<file path="config.mk">
export PLATFORM = sky130hd
export DESIGN_NAME = uart_tx_arbiter
export DESIGN_NICKNAME = d
export VERILOG_FILES = /design/src/rtl/uart_pkg.sv /design/src/rtl/rr_arbiter.sv /design/src/rtl/uart_tx_arbiter.sv
export SDC_FILE = /design/constraint.sdc
export NUM_CORES = 1
export LEC_CHECK = 0
export BUFFER_PORTS_ARGS = -buffer_cell sky130_fd_sc_hd__buf_4
export CAP_MARGIN = 15
export CORE_ASPECT_RATIO = 0.8
export CORE_MARGIN = 4
export CORE_UTILIZATION = 53
export DETAILED_ROUTE_END_ITERATION = 7
export PLACE_DENSITY = 0.86
export SETUP_SLACK_MARGIN = 0.05
export SYNTH_ARGS = -nofsm -noshare
export SYNTH_HDL_FRONTEND = slang
export SYNTH_SLANG_ARGS = --single-unit
</file>
<file path="constraint.sdc">
create_clock -name i_clk -period 5.5 [get_ports i_clk]
set_input_delay 0.275 -clock i_clk [delete_from_list [all_inputs] [get_ports i_clk]]
set_output_delay 0.275 -clock i_clk [all_outputs]
set_load 0.02 [all_outputs]
</file>
<file path="src/rtl/uart_pkg.sv">
// uart_pkg: shared FSM state type, header nibble and one-hot index helper for the UART TX arbiter
package uart_pkg;
  typedef enum logic [2:0] {IDLE, HEADER, FETCH, ISSUE, WAIT_BUSY, WAIT_DONE} state_t;
  localparam logic [3:0] HDR_NIBBLE = 4'hA;
  function automatic logic [3:0] onehot_idx(input logic [7:0] oh);
    logic [3:0] r;
    r = '0;
    for (int i = 0; i < 8; i++) if (oh[i]) r = 4'(i);
    return r;
  endfunction
endpackage

</file>
<file path="src/rtl/rr_arbiter.sv">
// rr_arbiter: one-hot round-robin pick, searching from the index after ptr
module rr_arbiter #(
  parameter int N  = 4,
  parameter int PW = $clog2(N)
) (
  input  logic [N-1:0]  req,
  input  logic [PW-1:0] ptr,
  output logic [N-1:0]  gnt
);
  // scan farthest to nearest so the nearest requester after ptr wins
  always_comb begin
    gnt = '0;
    for (int i = N; i >= 1; i--) begin
      if (req[(int'(ptr) + i) % N]) begin
        gnt = '0;
        gnt[(int'(ptr) + i) % N] = 1'b1;
      end
    end
  end
endmodule

</file>
<file path="src/rtl/uart_tx_arbiter.sv">
// uart_tx_arbiter: packet-locked round-robin mux of byte requesters onto one external UART transmitter
module uart_tx_arbiter
  import uart_pkg::*;
#(
  parameter int G_NUM_REQ      = 4,
  parameter int G_WORD_WIDTH   = 8,
  parameter bit G_HEADER_EN    = 1'b1,
  parameter int G_BUSY_TIMEOUT = 8
) (
  input  logic                              i_clk,
  input  logic                              i_rst,
  input  logic [G_NUM_REQ-1:0]              i_req_valid,
  input  logic [G_NUM_REQ*G_WORD_WIDTH-1:0] i_req_data,
  input  logic [G_NUM_REQ-1:0]              i_req_last,
  output logic [G_NUM_REQ-1:0]              o_req_ready,
  output logic                              o_tx_en,
  output logic [G_WORD_WIDTH-1:0]           o_tx_data,
  input  logic                              i_tx_busy,
  output logic [G_NUM_REQ-1:0]              o_grant,
  output logic                              o_pkt_done,
  output logic                              o_timeout
);
  localparam int PW = $clog2(G_NUM_REQ);
  localparam int CW = $clog2(G_BUSY_TIMEOUT + 1);

  state_t                  state, state_nx;
  logic [PW-1:0]           ptr;
  logic [G_NUM_REQ-1:0]    arb_gnt;
  logic [3:0]              gidx;
  logic [G_WORD_WIDTH-1:0] sel_data;
  logic [G_WORD_WIDTH-1:0] hdr_byte;
  logic [CW-1:0]           cnt;
  logic                    last_byte;
  logic                    fetch_ok;
  logic                    busy_expired;

  rr_arbiter #(.N(G_NUM_REQ), .PW(PW)) u_rr (
    .req(i_req_valid),
    .ptr(ptr),
    .gnt(arb_gnt)
  );

  assign gidx         = onehot_idx(8'(o_grant));
  assign sel_data     = i_req_data[gidx*G_WORD_WIDTH +: G_WORD_WIDTH];
  assign hdr_byte     = G_WORD_WIDTH'({HDR_NIBBLE, gidx});
  assign fetch_ok     = |(i_req_valid & o_grant);
  assign busy_expired = cnt == CW'(G_BUSY_TIMEOUT - 1);

  // next-state and the combinational byte-accept strobe
  always_comb begin
    state_nx    = state;
    o_req_ready = '0;
    case (state)
      IDLE:      state_nx = |i_req_valid ? (G_HEADER_EN ? HEADER : FETCH) : IDLE;
      HEADER:    state_nx = ISSUE;
      FETCH: begin
        o_req_ready = fetch_ok ? o_grant : '0;
        state_nx    = fetch_ok ? ISSUE : FETCH;
      end
      ISSUE:     state_nx = WAIT_BUSY;
      WAIT_BUSY: state_nx = i_tx_busy ? WAIT_DONE : (busy_expired ? IDLE : WAIT_BUSY);
      WAIT_DONE: state_nx = i_tx_busy ? WAIT_DONE : (last_byte ? IDLE : FETCH);
      default:   state_nx = IDLE;
    endcase
  end

  // state register, registered UART-side outputs and packet ownership
  always_ff @(posedge i_clk) begin
    if (i_rst) begin
      state      <= IDLE;
      ptr        <= PW'(G_NUM_REQ - 1);
      o_grant    <= '0;
      o_tx_en    <= 1'b0;
      o_tx_data  <= '0;
      o_pkt_done <= 1'b0;
      o_timeout  <= 1'b0;
      last_byte  <= 1'b0;
      cnt        <= '0;
    end else begin
      state      <= state_nx;
      o_tx_en    <= state == ISSUE;
      o_pkt_done <= state == WAIT_DONE && !i_tx_busy && last_byte;
      cnt        <= state == WAIT_BUSY ? cnt + 1'b1 : '0;
      if (state == IDLE && |i_req_valid) begin
        o_grant <= arb_gnt;
        ptr     <= PW'(onehot_idx(8'(arb_gnt)));
      end
      if (state == HEADER) begin
        o_tx_data <= hdr_byte;
        last_byte <= 1'b0;
      end
      if (state == FETCH && fetch_ok) begin
        o_tx_data <= sel_data;
        last_byte <= |(i_req_last & o_grant);
      end
      if (state != IDLE && state_nx == IDLE) o_grant <= '0;
      if (state == WAIT_BUSY && state_nx == IDLE) o_timeout <= 1'b1;
    end
  end
endmodule

</file>
==> impl_metrics.toml <==
[placement]
place.gp.congestion = 0.921
dp_slack_ns = 2.63
port_buffers = 61
dpl.cell_count = 294
placed_cell_area_mm2 = 0.00219
dpl.hpwl_um = 3250

[route]
drt_iter0_markers = 199
postRouteAntennaNets = 0
wire_per_inst_um = 14.3
drc = 0
route.vias.total = 1673
vias_per_cell = 5.61
drt_pass1_iterations = 4
wl_um = 4270

[final_layout]
n_antenna_cell = 0
syn2layout_area_growth_pct = 28.6
drive_above_1_share_pct = 29.5
final_nets = 309
final_cell_area_mm2 = 0.00223
fin_cells = 298

[yosys]
ys_types = 46
syn_area_mm2 = 0.00174
synth_flop_cell = "dfxtp_1"
synth_top_area_share_pct = 28.8
synth-edff-count = 0
syn_nets = 256
async_flop_share_pct = 0
yosysWarnings = 0
yosys-top-cells-area = "dfxtp_1 29%, mux2i_1 7.5%, ha_1 5.0%"
yosysTopAreaCell = "dfxtp_1"
syn_inst = 206
syn_area_per_cell_um2 = 8.42
synth-seq-cells = 25
synth_seq_area_share_pct = 28.8

[critical_path]
end_kind = "flip-flop"
critPathMaxFanout = 12
start_kind = "flip-flop"
worstPathRequired_ns = 5.67
path_class = "flip-flop to flip-flop"
arrival_ns = 3.06
rrSetupSlack_ns = 2.60

[timing]
finalHoldViolations = 0
period_share_pct = 52.7
whs_ns = 0.213
fmaxAchievable_ghz = 0.345
layout_setup_ws_ns = 2.60
worst_pin_slew_ns = 0.819
slew-limit-headroom_pct = 44.9
final-max-slew-violation-count = 0
final.min_clock_period_ns = 2.90
setup_tns_ns = 0
rsz0062_at_grt = "no"
setup_viol_count_final = 0
skew_ns = 0.00613

[clock_network]
ctsLongestPathBuffers = 2
cts_setup_buffers = 0
cts_tree = "done"
numCtsBuffers = 3
cts-root-buf = "clkbuf_8"
clkLatencyLatePin_ns = 0.26
cts_htree_levels = 1
clk_pin_slew_worst_paths_ns = 0.09
ctsResizeCount = 0
numClockSinks = 25
hold_buffers = 0

[run_status]
status = "finished, final reports clean"

[grt]
grt_pass1_wl_um = 6800
first_global_vias = 1468
grt_start_max_net_pins = 22
gr-total-overflow = 0
antenna_found_initial = 0
track_usage_pct = 20.3

[floorplanning]
core_area_mm2 = 0.00311
die_w_um = 72.0
die_h_um = 59.2
die-area_mm2 = 0.00426
rows = 18
io-pin-count = 62
initial_core_util_pct = 55.8

[hold_path]
hp-class = "input port to flip-flop"

[power_and_ir_drop]
irDropWorstVdd_mv = 0.233
p_leak_nw = 0.954
power_density_mw_per_mm2 = 394

[run]
cap_violations = 0
[path summary, 6_finish.rpt]
check / to / start / cells after the start
worst max-delay path: ptr[1] / ptr[0] / 7
worst max register to register: ptr[1] / ptr[0] / 7
worst min register to register: cnt[0] / cnt[0] / 1
worst min-delay path: o_pkt_done / i_tx_busy / 2
[layout make-up]
type,count,area (um2)
fill,256,877
inverter,14,52.6
timing repair buffer,61,458
clock buffer,4,45.0
tap,40,50.0
sequential,25,500
multi-input combinational,154,1120
[Yosys cell counts, types with 2 or more instances]
cell type   n
inv_1      14
o22ai_1     3
a22oi_1    10
a21oi_1    10
mux2i_1    13
and2_1      4
nand2b_1    3
clkbuf_1   10
xnor2_1     2
nand2_1    18
nor2b_1     2
nor3b_1     2
a22o_1      3
a221oi_1    4
o21ai_0     8
a211oi_1    4
a21o_1      4
mux4_2      3
mux2_2      6
nor2_1     21
ha_1        7
nand3_1     2
nor4_1      2
nand3b_1    3
or3_1       3
dfxtp_1    25
[cell usage in the layout, fill, tap and decap left out, types with 2 or more instances in the layout]
cell type	count
mux2i_1	13
a211oi_1	4
inv_1	14
mux4_2	3
nand3b_1	3
a21o_1	4
buf_4	61
clkbuf_8	3
o21ai_0	8
mux2_2	6
or3_1	3
ha_1	7
o22ai_1	3
a22o_1	3
a21oi_1	10
dfxtp_1	25
nor3b_1	2
nor4_1	2
nand2b_1	3
and2_1	4
nand2_1	18
a22oi_1	10
xnor2_1	2
a221oi_1	4
nand3_1	2
nor2_1	21
nor2b_1	2
[cell families (layout without fill, tap and decap cells)]
| group | after synthesis | in the layout | synth area share (%) |
|---|---|---|---|
| AO/OA/AOI/OAI | 55 | 55 | 22.4 |
| flip-flops | 25 | 25 | 28.8 |
| multiplexers | 23 | 23 | 16.8 |
| AND/OR/NAND/NOR | 66 | 66 | 19.1 |
| XOR/XNOR | 3 | 3 | 1.51 |
| buffers and inverters | 27 | 79 | 6.34 |
| adder cells (fa/ha/maj) | 7 | 7 | 5.05 |
[flip-flops by register name (all words and copies together) (netlist names)]
register	flops
cnt	4
o_grant	4
state	3
ptr	2
o_tx_en	1
o_timeout	1
o_tx_data	8
o_pkt_done	1
last_byte	1
[metrics by stage]
stage	utilization, %	total power [mW]
finish	71.8	0.878
global route	71.8	0.942
CTS	71.8	0.880
detailed placement	70.3	0.771
global placement	70.3	0.767
floorplan	-	0.644
[power breakdown]
part	total [mW]	switching (mW)	leakage (nW)	internal (mW)
clock	0.107	0.0548	0.0228	0.0517
sequential	0.304	0.0867	0.204	0.217
combinational	0.468	0.233	0.727	0.235
total	0.878	0.374	0.954	0.504
[critical path: stages (launching register included)]
cell	delay, ns
dfxtp_1	0.60
inv_1	0.19
ha_1	0.43
mux4_2	0.64
a211oi_1	0.26
a22oi_1	0.15
or3b_1	0.37
a21o_1	0.16
[layer usage]
| layer | GRT usage (%) | share of wire, % | vias up |
|---|---|---|---|
| li1 | - | - | 854 |
| met1 | 28.4 | 47 | 751 |
| met2 | 31.3 | 44 | 66 |
| met3 | 5.93 | 9.2 | 2 |
| met4 | 4.02 | 0.52 | 0 |
| met5 | 0 | 0 | - |
Power figures use the tool's default switching activity.
